<file path="src/rtl/mipi_csi_rx_bridge.sv">
// MIPI CSI-2 D-PHY receive bridge: 4-lane DDR capture, LP/HS detection,
// per-lane sync-byte alignment, long-packet header parse and 32-bit payload
// word output with frame/line sync flags.
module mipi_csi_rx_bridge #(
  parameter int         LANES     = 4,
  parameter logic [7:0] SYNC_BYTE = 8'hB8,
  parameter int         WC_WIDTH  = 16
) (
  input  logic               clk_i,
  input  logic               reset_in,
  input  logic               mipi_clk_lpp_io,
  input  logic               mipi_clk_lpn_io,
  input  logic [LANES-1:0]   mipi_data_in,
  input  logic [LANES-1:0]   mipi_data_lpp_io,
  input  logic [LANES-1:0]   mipi_data_lpn_io,
  output logic               clk_out,
  output logic [8*LANES-1:0] data_out,
  output logic               fsyn_out,
  output logic               lsync_out,
  output logic [2:0]         debug_state
);

  typedef enum logic [2:0] {
    IDLE    = 3'd0,
    HUNT    = 3'd1,
    HEADER  = 3'd2,
    PAYLOAD = 3'd3,
    DONE    = 3'd4
  } state_t;

  // Payload words for a byte count, rounding a partial last word up.
  function automatic logic [WC_WIDTH-1:0] words_from_wc(input logic [WC_WIDTH-1:0] wc);
    logic [WC_WIDTH:0] sum;
    sum = {1'b0, wc} + (WC_WIDTH+1)'(3);
    return WC_WIDTH'(sum >> 2);
  endfunction

  // Byte of a 9-bit history window at the even (upper) or odd (lower) offset.
  function automatic logic [7:0] align_byte(input logic [8:0] win, input logic odd);
    return odd ? win[7:0] : win[8:1];
  endfunction

  state_t                 state_q, state_d;
  logic [LANES-1:0]       rise_p0, fall_p0;
  logic [8:0]             hist_p1 [LANES];
  logic [8*LANES-1:0]     word_p1;
  logic                   byte_vld_p1;
  logic [1:0]             phase_q, phase_d;
  logic [LANES-1:0]       off_q;
  logic [LANES-1:0]       lp01_seen_q;
  logic [WC_WIDTH-1:0]    words_q;
  logic [LANES-1:0]       match_even, match_odd;
  logic [LANES-1:0]       lane_stop, lane_lp00, lane_lp01;
  logic                   any_stop, all_stop, all_hs, sync_hit;
  logic [7:0]             hdr_id;
  logic [WC_WIDTH-1:0]    hdr_wc;
  logic                   hdr_short;

  assign lane_stop   = mipi_data_lpp_io & mipi_data_lpn_io;
  assign lane_lp00   = ~mipi_data_lpp_io & ~mipi_data_lpn_io;
  assign lane_lp01   = ~mipi_data_lpp_io & mipi_data_lpn_io;
  assign any_stop    = |lane_stop;
  assign all_stop    = &lane_stop;
  // A lane is in HS only after it has walked LP-01 -> LP-00.
  assign all_hs      = &(lane_lp00 & lp01_seen_q);
  assign sync_hit    = &(match_even | match_odd);
  assign byte_vld_p1 = (phase_q == 2'd3);
  assign hdr_id      = word_p1[7:0];
  assign hdr_wc      = word_p1[8 +: WC_WIDTH];
  assign hdr_short   = (hdr_id < 8'h10) || (hdr_wc == '0);
  assign debug_state = state_q;

  // Stage p0: rising-edge bit of each lane
  always_ff @(posedge clk_i or posedge reset_in) begin
    if (reset_in) rise_p0 <= '0;
    else          rise_p0 <= mipi_data_in;
  end

  // Stage p0: falling-edge bit of each lane
  always_ff @(negedge clk_i or posedge reset_in) begin
    if (reset_in) fall_p0 <= '0;
    else          fall_p0 <= mipi_data_in;
  end

  // Stage p1: per-lane history, LSB first, two bits per cycle; flushed in IDLE
  always_ff @(posedge clk_i or posedge reset_in) begin
    if (reset_in) begin
      for (int n = 0; n < LANES; n++) hist_p1[n] <= '0;
    end else begin
      for (int n = 0; n < LANES; n++) begin
        if (state_q == IDLE) hist_p1[n] <= '0;
        else                 hist_p1[n] <= {fall_p0[n], rise_p0[n], hist_p1[n][8:2]};
      end
    end
  end

  // Sync-byte matchers and lane-aligned word assembly from the history windows
  always_comb begin
    match_even = '0;
    match_odd  = '0;
    word_p1    = '0;
    for (int n = 0; n < LANES; n++) begin
      match_even[n]     = (hist_p1[n][8:1] == SYNC_BYTE);
      match_odd[n]      = (hist_p1[n][7:0] == SYNC_BYTE);
      word_p1[8*n +: 8] = align_byte(hist_p1[n], off_q[n]);
    end
  end

  // Next-state logic; a stop state on any lane aborts reception at once
  always_comb begin
    state_d = state_q;
    case (state_q)
      IDLE:    if (all_hs) state_d = HUNT;
      HUNT: begin
        if (any_stop)      state_d = IDLE;
        else if (sync_hit) state_d = HEADER;
      end
      HEADER: begin
        if (any_stop)         state_d = IDLE;
        else if (byte_vld_p1) state_d = hdr_short ? DONE : PAYLOAD;
      end
      PAYLOAD: begin
        if (any_stop)                                    state_d = IDLE;
        else if (byte_vld_p1 && words_q == WC_WIDTH'(1)) state_d = DONE;
      end
      DONE:    if (all_stop) state_d = IDLE;
      default: state_d = IDLE;
    endcase
  end

  // Byte phase free-runs and is re-zeroed on the sync cycle
  assign phase_d = (state_q == HUNT && state_d == HEADER) ? 2'd0 : phase_q + 2'd1;

  // FSM state register
  always_ff @(posedge clk_i or posedge reset_in) begin
    if (reset_in) state_q <= IDLE;
    else          state_q <= state_d;
  end

  // Control: byte phase, per-lane bit offset, LP-01 tracking, word counter
  always_ff @(posedge clk_i or posedge reset_in) begin
    if (reset_in) begin
      phase_q     <= '0;
      off_q       <= '0;
      lp01_seen_q <= '0;
      words_q     <= '0;
    end else begin
      phase_q     <= phase_d;
      lp01_seen_q <= (lp01_seen_q | lane_lp01) & ~lane_stop;
      if (state_q == HUNT && state_d == HEADER)
        off_q <= ~match_even;
      if (state_q == IDLE)
        words_q <= '0;
      else if (state_q == HEADER && byte_vld_p1)
        words_q <= words_from_wc(hdr_wc);
      else if (state_q == PAYLOAD && byte_vld_p1)
        words_q <= words_q - WC_WIDTH'(1);
    end
  end

  // Stage p2: word clock, payload word, line and frame sync
  always_ff @(posedge clk_i or posedge reset_in) begin
    if (reset_in) begin
      clk_out   <= 1'b0;
      data_out  <= '0;
      lsync_out <= 1'b0;
      fsyn_out  <= 1'b0;
    end else begin
      // Low for phases 0-1, high for 2-3, so words change on the falling edge.
      clk_out <= phase_d[1];
      if (!mipi_clk_lpp_io && !mipi_clk_lpn_io)    fsyn_out <= 1'b1;
      else if (mipi_clk_lpp_io && mipi_clk_lpn_io) fsyn_out <= 1'b0;
      if (state_q == PAYLOAD && !any_stop && byte_vld_p1) begin
        data_out  <= word_p1;
        lsync_out <= 1'b1;
      end else if (state_q == PAYLOAD && any_stop) begin
        lsync_out <= 1'b0;
      end else if (state_q == DONE && (byte_vld_p1 || all_stop)) begin
        lsync_out <= 1'b0;
      end else if (state_q != PAYLOAD && state_q != DONE) begin
        lsync_out <= 1'b0;
      end
    end
  end

endmodule

</file>
<file path="config.mk">
export PLATFORM = sky130hd
export DESIGN_NAME = mipi_csi_rx_bridge
export DESIGN_NICKNAME = d
export VERILOG_FILES = /design/src/rtl/mipi_csi_rx_bridge.sv
export SDC_FILE = /design/constraint.sdc
export NUM_CORES = 1
export LEC_CHECK = 0
export ABC_AREA = 1
export CAP_MARGIN = 20
export CORE_AREA = 5 5 128 118
export CTS_CLUSTER_SIZE = 28
export DETAILED_ROUTE_END_ITERATION = 6
export DIE_AREA = 0 0 133 123
export DONT_BUFFER_PORTS = 1
export PLACE_DENSITY = 0.55
export REMOVE_ABC_BUFFERS = 1
export SETUP_SLACK_MARGIN = 0.4
export SLEW_MARGIN = 20
export SYNTH_ARGS = -nofsm -noshare
export SYNTH_HDL_FRONTEND = slang
export SYNTH_SLANG_ARGS = --single-unit
</file>
<file path="constraint.sdc">
create_clock -name clk_i -period 2.8 [get_ports clk_i]
set_input_delay 0.28 -clock clk_i [delete_from_list [all_inputs] [get_ports clk_i]]
set_output_delay 0.28 -clock clk_i [all_outputs]
set_load 0.05 [all_outputs]
</file>
==> flow_summary_export.csv, run 1 <==
group,metric,value,unit
status,status,"finished, final reports clean",
worst_setup_path,crit_required,3050,ps
worst_setup_path,cp-startpoint,"off_q[1]",
worst_setup_path,crit_end,"off_q[0]",
global_route,overflow,0,
yosys,ys_seq_elements,107,
yosys,synth_simple_gate_area_share,30.4,%
place,io_buffers,0,
drt,wl_per_cell,13.8,microns
clock_tree,cts_max_level,3,
final_layout,final_nets,730,
yosys,synth_top_area_cell,"dfrtp_1",
sta,maxSlewViolCount,0,
floorplan,dieArea,16400,sq um
pwr,pwr-share-seq,55.3,%
worst_setup_path,cp.arrival,2380,ps
yosys,synth_compound_area_share,8.89,%
sta,hold_viol,0,
yosys,synth_xor_area_share,1.15,%
pwr,power_density,482,nW/um^2
place,dp_hpwl,9000,microns
yosys,ys_warn_count,0,
pwr,pwr-share-comb,2.1,%
pwr,leakagePower,2.76,nW
yosys,synthCells,701,
yosys,yosysTopAreaCellShare,48.3,%
worst_setup_path,reg2reg_to,"off_q[0]",
final_layout,area_growth,10.2,%
place,gp_congestion,0.884,
sta,setup_violations,0,
floorplan,core-area,13700,sq um
floorplan,die_h,123,microns
final_layout,filler_cell_count,1359,
pwr,total_power,2.84,mW
pwr,p_sw,610,uW
yosys,synth_top_family_by_area,"simple AND/OR/NAND/NOR gates",
yosys,seq_area_frac_synth,50.2,%
yosys,muxShareOfSynthArea,0.211,%
clock_tree,cts.clk_slew.worst_paths,70,ps
clock_tree,cts_tree,"built",
global_route,grt_pass1_wl,20900,microns
drt,antenna_left,0,
worst_setup_path,r2r_slack,670,ps
clock_tree,clock_sinks,107,
final_layout,mostFrequentLayoutCells,"nand2_1, dfrtp_1, inv_1",
clock_tree,insertion_delay,350,ps
drt,wl,12200,microns
worst_setup_path,r2r_start,"off_q[1]",
sta,post-route-period-util,76.2,%
sta,fin_hold_ws,74.7,ps
global_route,grt_max_degree,63,
sta,max_slew_margin,47.2,%
drt,drc,0,
sta,grt_setup_unrepaired,"no",
drt,vias,4293,
pwr,switching_share,21.5,%
pwr,ir_worst_vdd,0.000333,V
job,cap_viol_max_count,0,
worst_setup_path,cp-start-kind,"register",
drt,via_per_inst,4.84,
sta,worst_pin_slew,792,ps
sta,period_needed,2130,ps
yosys,yosys.area_share.adder,0.938,%
final_layout,mostFrequentLayoutCell,"nand2_1",
clock_tree,root_buffer,"clkbuf_16",
worst_setup_path,reg2reg_depth,15,
floorplan,start_util,39.0,%
worst_setup_path,end_kind,"register",
floorplan,dieWidth,133,microns
floorplan,rows,41,
clock_tree,cts_made_buffers,9,
worst_setup_path,crit_path_max_fanout,15,
global_route,grtUsageTotal,16.0,%
final_layout,instances_no_fill,887,
sta,fin_worst_skew,8.93,ps
yosys,synth_area,5340,sq um
final_layout,fin_util,42.9,%
drt,firstDrtPassIters,5,
drt,drt_iter0_markers,490,
yosys,synth.area.top_cells,"dfrtp_1, nand2_1, inv_1",
worst_setup_path,crit_type,"reg2reg",
place,placedCellCount,866,
pwr,intPower,2.23,mW
yosys,syn_area_per_cell,7.61,sq um
clock_tree,cts_buffer_depth,2,
final_layout,drive_gt1_share,7.41,%
global_route,grt_pass1_vias,4135,
clock_tree,post_cts_buffers,0,
global_route,antenna_found_initial,0,
sta,fmax,0.468,GHz
pwr,clockPowerShare,42.6,%
floorplan,ios,54,
final_layout,insertedDiodeCount,0,
worst_hold_path,hp-class,"in2reg",
yosys,synth_cell_type_count,42,
layout make-up:
type,instances,area [sq um],area share (%)
Tap cell,172,215,3.66
Sequential cell,107,2680,45.6
Timing Repair Buffer,16,133,2.26
Clock inverter,2,12.5,0.213
Multi-Input combinational cell,482,2220,37.8
Inverter,94,357,6.06
Clock buffer,14,264,4.49
registers in the layout, summed over array words and instances (netlist names), named ones only:
name	flops
clk_out	1
hist_p1	36
words_q	16
lsync_out	1
phase_q	1
data_out	32
rise_p0	4
fall_p0	4
off_q	4
debug_state	3
fsyn_out	1
per-layer routing:
metal | GRT usage (%) | vias up | part of all wire [%]
met5 | 0 | - | 0
met4 | 4.55 | 0 | 1.2
met1 | 22.0 | 1988 | 48
met2 | 24.8 | 84 | 45
met3 | 4.80 | 14 | 5.5
li1 | - | 2207 | -
cells by family after synthesis:
| family | Yosys count |
|---|---|
| simple gates | 383 |
| buf+inv | 112 |
| flops | 107 |
| compound gates | 87 |
| xor+xnor | 7 |
| fa+ha+maj | 4 |
| mux | 1 |
stage by stage:
step,worst slack (ps),instance area (sq um),TNS [ps]
after floorplan,-1560,5250,-36860
after global placement,647,5550,0
after detailed placement,615,5550,0
after CTS,593,5880,0
after global routing,409,5880,0
final,665,5880,0
power by group through the flow:
stage / sequential, mW / clock [mW] / combinational (mW)
final: 1.57 / 1.21 / 0.0582
after floorplan: 1.60 / 0 / 0.0403
after global placement: 1.60 / 0 / 0.0547
after detailed placement: 1.60 / 0 / 0.0561
after global routing: 1.57 / 1.31 / 0.0715
after CTS: 1.57 / 1.25 / 0.0617
worst min path at each step:
stage                   startpoint  depth (start not counted)  slack, ps      endpoint
6_report       mipi_data_lpn_io[0]                          2         70      register
5_1_grt        mipi_data_lpn_io[3]                          2         70      register
4_1_cts        mipi_data_lpn_io[0]                          2         60      register
3_5_place_dp              reset_in                          1        140  data_out[11]
3_3_place_gp              reset_in                          1        140  data_out[11]
2_1_floorplan      mipi_data_in[0]                          0        310    rise_p0[0]
worst max-delay path, stage by stage, from the launching register on:
cell,delay [ps]
dfrtp_1,620
inv_2,100
nand2_1,90
nand2_2,70
nor2_2,210
nand2_1,80
nor2_1,90
nand2_1,100
nand3_1,80
nand2_1,60
nand2_1,70
nand2_2,90
nor2_8,150
nand2_2,100
nand2_1,70
nand2_1,50
what timing repair did:
item / 4_1_cts / 5_1_grt
resized for setup: 0 / 2
hold buffers: 5 / 0
setup endpoints to repair: 0 / 4
endpoints found under the hold margin: 24 / 0
synth_stat cells (all sizes together):
cell and count:
nand3b 2, o21ai 63, a21boi 1, mux2 1, xor2 5, nor4b 2
dfrtn 4, nand3 23, or2 1, nand2 232, buf 7, o31ai 4
ha 4, o221ai 1, inv 92, a21oi 10, o211ai 2, xnor2 2
dfrtp 103, clkinv 2, clkbuf 11, a31oi 2, o21a 2, o22ai 2
nand4 8, nor4 5, nor3 14, nor2 96
(Power assumes the default switching activity.)
==> run 2: changes to the inputs <==
--- a/config.mk
+++ b/config.mk
@@ -12,7 +12,7 @@
 export DETAILED_ROUTE_END_ITERATION = 6
 export DIE_AREA = 0 0 133 123
 export DONT_BUFFER_PORTS = 1
-export PLACE_DENSITY = 0.55
+export PLACE_DENSITY = 0.53
 export REMOVE_ABC_BUFFERS = 1
 export SETUP_SLACK_MARGIN = 0.4
 export SLEW_MARGIN = 20
==> constraint.sdc (replaced) <==
create_clock -name clk_i -period 2.1 [get_ports clk_i]
set_input_delay 0.21 -clock clk_i [delete_from_list [all_inputs] [get_ports clk_i]]
set_output_delay 0.21 -clock clk_i [all_outputs]
set_load 0.05 [all_outputs]
==> run 2 against run 1 <==
  * Clock-buffer cell count is 3 lower
  * Fmax rose by 6.8%
  * Design area rose by 15%
  * Global-route usage grew 1.1 points
  * Critical endpoint is now words_q[13]
  * Clock skew decreased by 3.6 ps
  * Sequential power rose by 33%
  * Clock power is 56% higher
  * Critical path type unchanged
  * Flip-flop and latch count unchanged
  * Total power rose by 43%
==> flow_summary_export.csv, run 2 (synthesized netlist as in run 1, its figures left out) <==
group,metric,value,unit
pwr,clockPowerShare,46.4,%
floorplan,ios,54,
worst_setup_path,path_cells,"buf_6 > inv_6 > nand2_4 > nand2_4 > nor2_4 > buf_6 > nor2_4 > inv_2 > nor2_4 > nand2_4 > nor2_4 > nand3_2 > a21oi_2 > o21ai_1",
worst_setup_path,reg2reg_depth,14,
worst_setup_path,cp.depth,14,
pwr,switching_share,20.8,%
worst_setup_path,cpLargestDelayFamily,"simple AND/OR/NAND/NOR gates",
clock_tree,clock_sinks,107,
global_route,grt_pass1_wl,22300,microns
worst_setup_path,end_kind,"register",
job,cap_viol_max_count,0,
sta,setup_violations,0,
sta,fin_worst_skew,5.31,ps
final_layout,mostFrequentLayoutCells,"nand2_1, dfrtp_1, inv_1",
worst_setup_path,cpMostUsedCell,"nor2_4",
place,place_ws,37.9,ps
sta,maxSlewViolCount,0,
clock_tree,cts_made_buffers,9,
sta,finalSetupTns,0,ps
final_layout,largest_register_ff_count,36,
sta,timing.final.ws_setup,101,ps
drt,via_per_inst,4.95,
pwr,intPower,3.22,mW
sta,post-route-period-util,95.2,%
final_layout,regMostFlops,"hist_p1",
drt,firstDrtPassIters,5,
clock_tree,insertion_delay,350,ps
final_layout,final_nets,789,
drt,antenna_left,0,
worst_setup_path,cp_slowest_cell,"dfrtp_2",
sta,max_slew_margin,65.3,%
drt,vias,4683,
pwr,power_density,600,nW/um^2
place,gp_congestion,0.866,
clock_tree,cts.clk_slew.worst_paths,70,ps
floorplan,dieArea,16400,sq um
floorplan,start_util,39.0,%
global_route,grtUsageTotal,17.1,%
sta,fmax,0.500,GHz
drt,drc,0,
pwr,leakagePower,3.25,nW
place,io_buffers,0,
clock_tree,cts_tree,"built",
global_route,grt_max_degree,57,
global_route,antenna_found_initial,0,
worst_setup_path,crit_required,2350,ps
floorplan,rows,41,
pwr,pwr-share-seq,51.5,%
status,status,"finished, final reports clean",
drt,drt_iter0_markers,336,
drt,wl_per_cell,14.4,microns
worst_setup_path,crit_type,"reg2reg",
floorplan,core-area,13700,sq um
final_layout,insertedDiodeCount,0,
worst_setup_path,worstPathBufferInverterCount,4,
worst_setup_path,cp.arrival,2250,ps
final_layout,area_growth,26.8,%
floorplan,dieWidth,133,microns
worst_hold_path,hold_depth,2,
place,dp_hpwl,9420,microns
worst_hold_path,hp-class,"in2reg",
clock_tree,cts_buffer_depth,2,
final_layout,drive_gt1_share,23.6,%
sta,grt_setup_unrepaired,"yes",
final_layout,filler_cell_count,1317,
pwr,ir_worst_vdd,0.000417,V
final_layout,mostFrequentLayoutCell,"nand2_1",
final_layout,reg.largest.list,"hist_p1: 36 flops, data_out: 32 flops, words_q: 16 flops",
final_layout,fin_util,49.4,%
drt,wl,13600,microns
floorplan,die_h,123,microns
global_route,grt_pass1_vias,4575,
global_route,overflow,0,
clock_tree,cts_max_level,3,
sta,hold_viol,0,
pwr,p_sw,846,uW
worst_setup_path,slowest_delay,460,ps
sta,worst_pin_slew,520,ps
sta,period_needed,2000,ps
pwr,pwr-share-comb,2.1,%
worst_setup_path,cp-start-kind,"register",
worst_setup_path,crit_path_max_fanout,5,
clock_tree,root_buffer,"clkbuf_16",
[run 2: cell types whose count changed in the layout (fill, tap and decap cells not counted), moves of 6 or more]
| cell | before | now |
|---|---|---|
| a21oi_1 | 10 | 4 |
| buf_4 | 11 | 53 |
| nand2_2 | 9 | 26 |
| nor2_2 | 4 | 18 |
| nor2_1 | 88 | 72 |
| buf_6 | 0 | 15 |
| o21ai_0 | 52 | 42 |
| nand2_1 | 223 | 198 |
| nand2_4 | 0 | 8 |
[run 2: worst paths after layout]
| check | slack (ps) | from | to |
|---|---|---|---|
| setup / recovery | 100 | off_q[1] | words_q[13] |
| setup reg to reg | 100 | off_q[1] | words_q[13] |
| hold / removal | 5 | mipi_data_lpn_io[1] | register |
| hold reg to reg | 440 | phase_q[0] | phase_q[0] |
| min in group asynchronous | 340 | reset_in | data_out[11] |
| max in group asynchronous | 530 | reset_in | fall_p0[2] |
[run 2: cell type report]
class | instances | area (sq um) | area share, %
Clock buffer | 11 | 253 | 3.73
Clock inverter | 5 | 83.8 | 1.24
Inverter | 94 | 368 | 5.44
Multi-Input combinational cell | 482 | 2530 | 37.4
Sequential cell | 107 | 2680 | 39.6
Tap cell | 172 | 215 | 3.18
Timing Repair Buffer | 75 | 637 | 9.41
[run 2: repair_timing]
item,in CTS,in global routing
buffers inserted,29,13
resized for setup,69,52
hold buffers,7,0
endpoints found under the hold margin,35,0
pin swaps,28,38
setup endpoints to repair,22,93
[run 2: worst register-to-register path, stage by stage, from the launching register on]
cell and delay (ps):
dfrtp_2 460, buf_6 140, inv_6 60, nand2_4 50, nand2_4 90, nor2_4 50
buf_6 120, nor2_4 140, inv_2 70, nor2_4 120, nand2_4 80, nor2_4 150
nand3_2 100, a21oi_2 190, o21ai_1 70
[run 2: metrics by stage]
step           instances  power [mW]  hold WS (ps)  instance area (sq um)
5_1_grt              946        4.23          17.1                   6770
4_1_cts              933        4.12        0.0759                   6520
6_report             946        4.06          5.35                   6770
3_5_place_dp         881        2.21           138                   5670
2_1_floorplan        683        2.19           241                   5250
3_3_place_gp         881        2.21           129                   5670
[run 2: routing by layer]
metal	GRT usage [%]	vias up	part of all wire (%)
li1	-	2324	-
met1	22.2	2227	45
met2	28.4	102	48
met3	4.52	30	5.0
met4	5.13	0	1.8
met5	0	-	0
[run 2: power by group through the flow]
stage / sequential (mW) / combinational, mW / clock [mW]
detailed placement: 2.13 / 0.0760 / 0
global route: 2.09 / 0.103 / 2.03
finish: 2.09 / 0.0848 / 1.89
global placement: 2.13 / 0.0737 / 0
CTS: 2.09 / 0.0874 / 1.94
floorplan: 2.13 / 0.0537 / 0
==> run 3: changes to the inputs <==
--- a/config.mk
+++ b/config.mk
@@ -6,13 +6,14 @@
 export NUM_CORES = 1
 export LEC_CHECK = 0
 export ABC_AREA = 1
-export CAP_MARGIN = 20
-export CORE_AREA = 5 5 128 118
+export CELL_PAD_IN_SITES_DETAIL_PLACEMENT = 0
+export CELL_PAD_IN_SITES_GLOBAL_PLACEMENT = 1
+export CORE_AREA = 5 5 101 150
 export CTS_CLUSTER_SIZE = 28
 export DETAILED_ROUTE_END_ITERATION = 6
-export DIE_AREA = 0 0 133 123
+export DIE_AREA = 0 0 106 155
 export DONT_BUFFER_PORTS = 1
-export PLACE_DENSITY = 0.53
+export PLACE_DENSITY = 0.67
 export REMOVE_ABC_BUFFERS = 1
 export SETUP_SLACK_MARGIN = 0.4
 export SLEW_MARGIN = 20
==> run 3 against run 2 <==
  * Global-route usage increased by 0.26 points
  * Sequential share of layout area is 0.31 points lower
  * Worst setup slack improved by 87 ps
  * Largest power group unchanged
  * Flip-flop and latch count is the same
  * Largest cell class unchanged
  * Wire length grew 1.7%
  * Critical path depth down 1
==> flow_summary_export.csv, run 3 (synthesized netlist as in run 1, its figures left out) <==
group,metric,value,unit
drt,via_per_inst,4.88,
sta,period_needed,1910,ps
sta,post-route-period-util,91.0,%
drt,firstDrtPassIters,5,
pwr,switching_share,22.6,%
global_route,grt_max_degree,37,
worst_setup_path,reg2reg_to,"words_q[5]",
clock_tree,cts_buffer_depth,2,
drt,antenna_left,0,
sta,worst_pin_slew,505,ps
clock_tree,root_buffer,"clkbuf_16",
global_route,grtUsageTotal,17.4,%
final_layout,area_growth,28.1,%
worst_setup_path,cp.arrival,2200,ps
floorplan,start_util,38.7,%
worst_setup_path,r2r_start,"words_q[1]",
worst_setup_path,crit_end,"words_q[5]",
sta,setup_violations,0,
worst_setup_path,reg2reg_depth,13,
place,dp_hpwl,10200,microns
pwr,leakagePower,3.30,nW
worst_setup_path,crit_required,2390,ps
place,place_ws,-45.8,ps
global_route,grt_pass1_wl,22600,microns
clock_tree,cts_made_buffers,9,
drt,drt_iter0_markers,167,
drt,wl_per_cell,14.6,microns
job,cap_viol_max_count,0,
global_route,overflow,0,
final_layout,regMostFlops,"hist_p1",
sta,hold_viol,0,
worst_setup_path,end_kind,"register",
clock_tree,clock_sinks,107,
worst_setup_path,cp-startpoint,"words_q[1]",
global_route,grt_pass1_vias,4643,
pwr,pwr-share-comb,2.2,%
place,placed_area,5740,sq um
floorplan,ios,54,
pwr,clockPowerShare,44.7,%
place,placedCellCount,885,
floorplan,dieWidth,106,microns
floorplan,core-area,13800,sq um
clock_tree,cts_max_level,3,
worst_setup_path,crit_type,"reg2reg",
final_layout,insertedDiodeCount,0,
final_layout,mostFrequentLayoutCell,"nand2_1",
sta,max_slew_margin,66.3,%
sta,grt_setup_unrepaired,"yes",
pwr,ir_worst_vdd,0.000303,V
floorplan,dieArea,16400,sq um
clock_tree,cts_tree,"built",
final_layout,design_area,6840,sq um
drt,routed-wl-met3,354,microns
pwr,pwr-share-seq,53.2,%
final_layout,instances_no_fill,948,
clock_tree,insertion_delay,350,ps
floorplan,die_h,155,microns
drt,vias,4630,
drt,wl,13800,microns
final_layout,final_nets,798,
pwr,p_sw,889,uW
sta,maxSlewViolCount,0,
final_layout,reg.largest.list,"hist_p1: 36 flops, data_out: 32 flops, words_q: 16 flops",
floorplan,rows,53,
final_layout,filler_cell_count,1359,
status,status,"finished, final reports clean",
global_route,antenna_found_initial,0,
sta,fin_worst_skew,8.55,ps
sta,timing.final.ws_setup,188,ps
pwr,power_density,575,nW/um^2
drt,wl_met2,7690,microns
final_layout,mostFrequentLayoutCells,"nand2_1, dfrtp_1, inv_1",
place,io_buffers,0,
drt,drc,0,
sta,fmax,0.523,GHz
worst_setup_path,r2r_slack,190,ps
worst_setup_path,crit_path_max_fanout,3,
place,gp_congestion,0.892,
worst_setup_path,cp-start-kind,"register",
pwr,intPower,3.04,mW
worst_hold_path,hp-class,"in2reg",
drt,top_layer,"met4",
final_layout,largest_register_ff_count,36,
drt,wl_met1,5380,microns
clock_tree,cts.clk_slew.worst_paths,80,ps
final_layout,drive_gt1_share,25.7,%
## run 3: changes by cell type in the layout (fill, tap and decap cells not counted), moves of 4 or more
cell     change
inv_4        +4
buf_6        -5
dfrtp_2      +5
buf_4       +13
nand2_1      -6
dfrtp_1      -5
## run 3: critical path, cell delays in order (launching register included)
cell and delay (ps):
dfrtp_1 410, buf_4 150, buf_6 110, nor2_2 80, nand2_2 80, buf_4 130, buf_4 120, buf_4 120
buf_4 120, buf_4 130, nor3_1 140, nand3b_1 140, nand3_1 80, nand2_1 60
## run 3: stage by stage
stage                     utilization, %  total power [mW]  hold slack [ps]  setup TNS (ps)
after detailed placement            41.6              2.21             34.2            -164
final                               49.6              3.93             12.0               0
after global routing                49.6              4.11             3.84               0
after global placement              41.6              2.21             30.6               0
after floorplan                        -              2.19              241         -109050
after CTS                           46.6              3.99             2.73               0
## run 3: layer usage
metal	global-route usage, %	up-vias
li1	-	2348
met1	19.1	2189
met2	32.4	68
met3	2.95	25
met4	7.84	0
met5	0	-
## run 3: worst min-delay path by stage
stage,start,end,cells after the start
finish,mipi_data_lpn_io[1],register,2
global route,mipi_data_lpn_io[3],register,2
CTS,mipi_data_lpn_io[1],register,2
detailed placement,reset_in,rise_p0[1],1
global placement,reset_in,rise_p0[1],1
floorplan,mipi_data_in[0],rise_p0[0],0
## run 3: layout make-up
cell class / count / area [sq um] / share of cell area (%)
clock buffer: 10 / 229 / 3.35
clock inverter: 6 / 75.1 / 1.10
inverter: 94 / 380 / 5.56
multi-input combinational: 482 / 2570 / 37.5
sequential: 107 / 2690 / 39.3
tap: 165 / 206 / 3.02
timing repair buffer: 84 / 693 / 10.1
## run 3: power by group through the flow
| stage | registers [mW] | clock network, mW | logic (mW) |
|---|---|---|---|
| after CTS | 2.09 | 1.81 | 0.0897 |
| after global placement | 2.13 | 0 | 0.0754 |
| after floorplan | 2.13 | 0 | 0.0537 |
| after global routing | 2.09 | 1.91 | 0.101 |
| final | 2.09 | 1.76 | 0.0855 |
| after detailed placement | 2.13 | 0 | 0.0785 |
## run 3: what timing repair did
action                                  CTS  global route
endpoints found under the hold margin    16             0
hold buffers                              7             0
gates resized for setup                  49            88
pin swaps                                22            34
endpoints found under the setup margin   24            26
setup buffers                            24            16
